--- src/rtl/uart_tx_cfg.sv ---
// Configurable UART transmitter: input FIFO with valid/ready push, LSB-first serialiser
// with optional odd/even parity and one or two stop bits, frames sent back-to-back.
module uart_tx_cfg #(
    parameter int CLK_DIV    = 10,
    parameter int DATA_BITS  = 8,
    parameter int PARITY     = 0,
    parameter int STOP_BITS  = 1,
    parameter int FIFO_DEPTH = 4
) (
    input  logic                          clk,
    input  logic                          rst,
    input  logic [DATA_BITS-1:0]          in_data,
    input  logic                          in_valid,
    output logic                          in_ready,
    output logic                          tx,
    output logic                          busy,
    output logic [$clog2(FIFO_DEPTH):0]   fifo_count
);

    localparam int CW = $clog2(CLK_DIV);
    localparam int AW = $clog2(FIFO_DEPTH);
    localparam logic [CW-1:0] RELOAD    = CW'(CLK_DIV - 1);
    localparam logic [3:0]    LAST_DATA = 4'(DATA_BITS - 1);
    localparam logic [3:0]    LAST_STOP = 4'(STOP_BITS - 1);
    localparam logic          ODD       = (PARITY == 1);

    // Handshake: a word is taken on a rising edge where in_valid && in_ready;
    // in_ready depends only on the FIFO fill level, never on in_valid.
    typedef enum logic [2:0] {S_IDLE, S_START, S_DATA, S_PARITY, S_STOP} state_t;

    state_t                 state, state_n;
    logic [DATA_BITS-1:0]   mem [FIFO_DEPTH];
    logic [AW-1:0]          wr_ptr, rd_ptr;
    logic [AW:0]            count;
    logic                   push, pop, empty;
    logic [DATA_BITS-1:0]   head;

    logic [CW-1:0]          baud, baud_n;
    logic [DATA_BITS-1:0]   shift, shift_n;
    logic [3:0]             bit_cnt, bit_n;
    logic                   par_bit, par_n;
    logic                   tx_n;

    assign empty      = (count == '0);
    assign in_ready   = (count != (AW+1)'(FIFO_DEPTH));
    assign push       = in_valid && in_ready;
    assign head       = mem[rd_ptr];
    assign fifo_count = count;

    // Storage has no reset; only the pointers and count define its contents.
    always_ff @(posedge clk) begin
        if (push) mem[wr_ptr] <= in_data;
    end

    always_ff @(posedge clk or posedge rst) begin
        if (rst) begin
            wr_ptr <= '0;
            rd_ptr <= '0;
            count  <= '0;
        end else begin
            if (push) wr_ptr <= wr_ptr + AW'(1);
            if (pop)  rd_ptr <= rd_ptr + AW'(1);
            case ({push, pop})
                2'b10:   count <= count + (AW+1)'(1);
                2'b01:   count <= count - (AW+1)'(1);
                default: count <= count;
            endcase
        end
    end

    always_comb begin
        state_n = state;
        baud_n  = baud;
        shift_n = shift;
        bit_n   = bit_cnt;
        par_n   = par_bit;
        tx_n    = tx;
        pop     = 1'b0;
        case (state)
            S_IDLE: begin
                tx_n = 1'b1;
                pop  = !empty;
            end
            default: begin
                if (baud != '0) begin
                    baud_n = baud - CW'(1);
                end else begin
                    baud_n = RELOAD;
                    case (state)
                        S_START: begin
                            state_n = S_DATA;
                            tx_n    = shift[0];
                            bit_n   = '0;
                        end
                        S_DATA: begin
                            if (bit_cnt == LAST_DATA) begin
                                bit_n = '0;
                                if (PARITY != 0) begin
                                    state_n = S_PARITY;
                                    tx_n    = par_bit;
                                end else begin
                                    state_n = S_STOP;
                                    tx_n    = 1'b1;
                                end
                            end else begin
                                shift_n = shift >> 1;
                                tx_n    = shift[1];
                                bit_n   = bit_cnt + 4'd1;
                            end
                        end
                        S_PARITY: begin
                            state_n = S_STOP;
                            tx_n    = 1'b1;
                        end
                        S_STOP: begin
                            if (bit_cnt == LAST_STOP) begin
                                state_n = S_IDLE;
                                tx_n    = 1'b1;
                                pop     = !empty;
                            end else begin
                                bit_n = bit_cnt + 4'd1;
                            end
                        end
                        default: state_n = S_IDLE;
                    endcase
                end
            end
        endcase
        // A pop from IDLE or from the final stop cycle starts the next frame with no gap.
        if (pop) begin
            shift_n = head;
            par_n   = (^head) ^ ODD;
            tx_n    = 1'b0;
            baud_n  = RELOAD;
            bit_n   = '0;
            state_n = S_START;
        end
    end

    always_ff @(posedge clk or posedge rst) begin
        if (rst) begin
            state   <= S_IDLE;
            baud    <= '0;
            shift   <= '0;
            bit_cnt <= '0;
            par_bit <= 1'b0;
            tx      <= 1'b1;
            busy    <= 1'b0;
        end else begin
            state   <= state_n;
            baud    <= baud_n;
            shift   <= shift_n;
            bit_cnt <= bit_n;
            par_bit <= par_n;
            tx      <= tx_n;
            busy    <= (state_n != S_IDLE);
        end
    end

endmodule

--- config.mk ---
export PLATFORM = sky130hd
export DESIGN_NAME = uart_tx_cfg
export DESIGN_NICKNAME = d
export VERILOG_FILES = /design/src/rtl/uart_tx_cfg.sv
export SDC_FILE = /design/constraint.sdc
export NUM_CORES = 1
export LEC_CHECK = 0
export CORE_MARGIN = 2
export CORE_UTILIZATION = 40
export CTS_CLUSTER_SIZE = 10
export DETAILED_ROUTE_END_ITERATION = 12
export PLACE_DENSITY = 0.55
export RECOVER_POWER = 25
export SLEW_MARGIN = 20
export SYNTH_ARGS = -nofsm -noshare
export SYNTH_HDL_FRONTEND = slang
export SYNTH_SLANG_ARGS = --single-unit
--- constraint.sdc ---
create_clock -name clk -period 4.1 [get_ports clk]
set_input_delay 1.23 -clock clk [delete_from_list [all_inputs] [get_ports clk]]
set_output_delay 1.23 -clock clk [all_outputs]
set_load 0.03 [all_outputs]
Word-level counts from Yosys, hierarchy flattened --
Memories as Yosys holds them, arrays and structs flattened. Index checks and enable logic that the tools add are counted.
Operators by class: $add $sub $neg 6, equality and inequality tests 14, mux-type cells 33, reduce and logical (&&, ||, !) cells 14
Operator list (count):
- two-way mux 8 bit | 5
- two-way mux 4 bit | 8
- two-way mux 3 bit | 5
- one-hot mux 3 bit (4 select lines) | 1
- one-hot mux 4 bit (3 select lines) | 1
- two-way mux 1 bit | 11
- AND reduction 4 bit | 2
- nonzero test 4 bit | 2
- == test 3 x 2 -> 1 bit (second input constant) | 2
- logical NOT 3 bit | 2
- != test 2 bit (second input constant) | 3
- != test 3 bit (second input constant) | 2
- one-hot mux 3 bit (2 select lines) | 1
- nonzero test 6 bit | 1
- adder 2 x 1 -> 2 bit (second input constant) | 2
- adder 4 x 1 -> 4 bit (second input constant) | 1
- == test 4 x 3 -> 1 bit (second input constant) | 1
- logical NOT 4 bit | 1
- != test 4 x 3 -> 1 bit (second input constant) | 1
- one-hot mux 1 bit (4 select lines) | 1
- nonzero test 2 bit | 2
- subtractor 4 x 1 -> 4 bit (second input constant) | 1
- adder 3 x 1 -> 3 bit (second input constant) | 1
- == test 3 x 1 -> 1 bit (second input constant) | 1
- 9 further kinds | 9
Storage, ports and cells: bits in registers 28, memory bits (writable) 32, bits of input ports 11, output and inout port bits 6, word-level logic and storage cells 77, memories 1
Memories:
- mem | words 4, width 8, rd ports 1, clocked after Yosys merged registers in 0, write ports 1, line 32 | logic [DATA_BITS-1:0] mem [FIFO_DEPTH];

Depth between registers and ports, before layout --
word-level depth 8, gate-level depth with buffers 13

Worst setup path after synthesis --
Ideal clock, no wire load.
path kind reg2reg, start point reg baud[0], end point reg count[2] (netlist: fifo_count[2]), library setup time 0.081 ns, arrival 2.629 ns, data required time 4.019 ns, slack 1.391 ns, stages on the path, launching flop included 14, path buffers 1, period minus slack after synthesis 2.709 ns, path through dfrtp_1 > inv_1 > ha_1 > or3b_4 > buf_6 > o21ai_1 > nand2_2 > clkinv_2 > ha_1 > inv_1 > fa_1 > xor2_1 > nor2_1 > xor2_1
Between the ends: longest elaborated chain between the ends 5, elaborated cells between the ends (all ways) 7
Ends and longest elaborated chain:
- from (decl) | line 38 | logic [CW-1:0] baud, baud_n;
- from (signal assigned) | line 151 | baud <= baud_n;
- nonzero test 4 bit (*) | line 85 | if (baud != '0) begin
- two-way mux 1 bit (*) | line 85
- two-way mux 1 bit (*) | line 79 | case (state)
- == test 2 x 1 -> 1 bit / == test 2 bit (equally long branches) | line 63 | case ({push, pop})
- one-hot mux 3 bit (2 select lines) / nonzero test 2 bit (equally long branches)
- to (signal assigned) | line 64 | 2'b10: count <= count + (AW+1)'(1);
- to (signal assigned) | line 65 | 2'b01: count <= count - (AW+1)'(1);
- to (signal assigned) | line 66 | default: count <= count;
- to (decl) | line 34 | logic [AW:0] count;
Mark *: on every way between the ends. The rest lies on a longest branch, timed or not. A chain may end at the register's enable or synchronous reset.

Final worst setup path --
Same ends and word-level chain as after synthesis.

==> run summary <==
Outcome = finished, final reports clean
# rows = 30
Total setup buffers inserted after CTS = 0
Worst Skew = 0.00933 ns
Final setup viols = 0
IO Pins = 17
Slew Limit Fails = 0
DR vias = 1653
Iter 0 DRT Violations = 79
Synth unique cells = 43
Die X = 87.0 µm
Overall Global Routing Usage = 0.141
CP arrival = 3.23 ns
Remaining Overflow, GRT = 0
Clk Latency, worst-skew pair = 0.34 ns
Ys Warns = 0
Sw Pwr = 0.000873 W
Initial Utilization = 0.410
Sequential element share of the synthesized area = 0.603
Setup TNS = 0 ns
Max-cap violations = 0
Clock sinks = 60
Ys flop type = edfxtp_1
CTS resizes = 0
Worst path cell trace = inv_1 > ha_1 > or3b_4 > o21ai_1 > nand2_2 > clkinv_2 > ha_1 > inv_1 > fa_1 > xor2_1 > nor2_1 > xor2_1
Share of power burned in registers = 0.435
CP max stage delay = 0.49 ns
Cts hold-fix bufs = 0
Largest buffer count on any clock path = 2
Flops & latches, synth = 60
Final wirelength = 4660 µm
Largest net degree at the start of global routing = 16
Synth-to-Final Area Change = 15.6%
Fill cells = 589
Clock share of power = 0.224
DR pass1 iterations = 4
CTS root buf = clkbuf_8
Die area = 0.00757 mm²
Worst setup margin = 1.13 ns
Worst Tran Pin Value = 0.941 ns
CTS tree = yes
Crit. End Element = flop
Power per cell area = 740 mW/mm²
Vias per cell = 5.18
Sw Share = 0.371
F_max = 0.337 GHz
CTS Buf Count = 9
Final min period = 2.97 ns
Internal cell power = 0.00148 W
Nets = 254
Most common cell after layout, fill and taps aside = edfxtp_1
Synth Net Count = 233
Pleak = 1.20 nW
Clock-pin slew on the worst setup and hold paths = 0.07 ns
Input/output buffers = 16
Slew HR = 0.368
Worst-path fanout max = 12
Mapped Cells = 213
Tcrit/Tclk final = 0.724
Slowest cell on the critical path = or3b_4
Die H = 87.0 µm
Routed Antenna Nets = 0
Post-Synthesis Cell Area = 0.00276 mm²
Antenna violations before repair = 0
Most frequent cells in the layout = edfxtp_1 (32), dfrtp_1 (27), nand2_1 (26), o21ai_1 (16), inv_1 (13)
Hold Vio Cnt, Final = 0
Ant. Diodes = 0
Core region area = 0.00672 mm²
Post-synth EDFFs = 32
Crit path max-delay family = simple AND/OR/NAND/NOR gates
Asr flop ratio synth = 0.467
Gate power share = 0.341
CP startpoint kind = flop
Worst slack, placed = 1.07 ns
Worst VDD drop = 0.253 mV
Vias in the first global route = 1607
# DRC = 0
Critical Path RT = 4.36 ns
Detailed placer's ending HPWL = 3220 µm
Unrepaired setup endpoints after global routing = no
Bufs and invs on worst path = 3
Routed length per instance = 14.6 µm
First-pass GRT wire length = 7840 µm
Final GP Congestion = 0.730
Syn avg cell area = 12.9 µm²
Worst min-delay path category = reg2reg
Crit Path Category = reg2reg
Htree depth = 3
Share of cells above drive strength 1 = 0.138
registers in the layout, summed over array words and instances, names as in the netlist:
register / count
tx: 1
baud: 4
bit_cnt: 4
fifo_count: 3
mem: 32
state: 3
rd_ptr: 2
shift: 8
busy: 1
wr_ptr: 2
logic make-up (layout without fill, tap and decap cells):
| family | count (synthesis) | count (layout) | share of synthesized area |
|---|---|---|---|
| compound gates | 36 | 36 | 0.0776 |
| fa+ha+maj | 9 | 9 | 0.0436 |
| mux | 16 | 16 | 0.0944 |
| simple gates | 64 | 64 | 0.125 |
| flops | 60 | 60 | 0.603 |
| xor+xnor | 7 | 7 | 0.0222 |
| buf+inv | 21 | 47 | 0.0336 |
synthesized netlist by cell type (5+ instances only):
cell,number,share of area
nand2_1,26,0.035
o21ai_1,16,0.029
nand3_1,6,0.011
xnor2_1,5,0.016
mux2i_1,8,0.029
ha_1,8,0.036
edfxtp_1,32,0.35
dfrtp_1,27,0.25
mux4_2,8,0.065
nor2_1,5,0.0068
a21oi_1,7,0.013
inv_1,13,0.018
worst min-delay path, delay by kind of cell, from the launching register on:
family | cells | cell delay (ns)
compound gates | 1 | 0.06
simple gates | 1 | 0.05
flops | 1 | 0.35
power by group through the flow:
stage | combinational [W] | clock (W) | sequential (W)
floorplan | 0.000656 | 0 | 0.000973
global placement | 0.000800 | 0 | 0.00105
detailed placement | 0.000803 | 0 | 0.00104
CTS | 0.000807 | 0.000543 | 0.00103
global route | 0.000892 | 0.000570 | 0.00106
finish | 0.000802 | 0.000529 | 0.00102
through the flow:
stage / hold slack [ns] / power [W] / util / instances / instance area, µm²
final: 0.490 / 0.00236 / 0.474 / 319 / 3190
after global routing: 0.514 / 0.00252 / 0.474 / 319 / 3190
after CTS: 0.493 / 0.00238 / 0.474 / 319 / 3180
after detailed placement: 0.476 / 0.00185 / 0.444 / 303 / 2990
after global placement: 0.467 / 0.00185 / 0.444 / 303 / 2990
after floorplan: 0.455 / 0.00163 / - / 213 / 2760
path summary, 6_finish.rpt:
path	start	endpoint	slack, ns	depth (start not counted)
setup / recovery	baud[0]	fifo_count[2]	1.13	12
hold reg to reg	shift[2]	shift[2]	0.49	2
min in group asynchronous	rst	wr_ptr[1]	1.26	2
setup reg to reg	baud[0]	fifo_count[2]	1.13	12
hold / removal	shift[2]	shift[2]	0.49	2
max in group asynchronous	rst	tx	2.16	3
cell type report:
class	count	area (µm²)	share of cell area
Clock buffer	9	124	0.0389
Clock inverter	7	75.1	0.0236
Inverter	14	53.8	0.0169
Multi-Input combinational cell	132	1000	0.315
Sequential cell	60	1660	0.522
Tap cell	80	100	0.0314
Timing Repair Buffer	17	168	0.0526
per-layer routing:
| layer | up-vias | part of all wire | global-route usage |
|---|---|---|---|
| met5 | - | 0 | 0 |
| li1 | 826 | - | - |
| met4 | 0 | 0.018 | 0.0724 |
| met1 | 795 | 0.51 | 0.197 |
| met3 | 10 | 0.030 | 0.0398 |
| met2 | 22 | 0.44 | 0.198 |
Note: power is estimated with default switching activity, not from simulation.
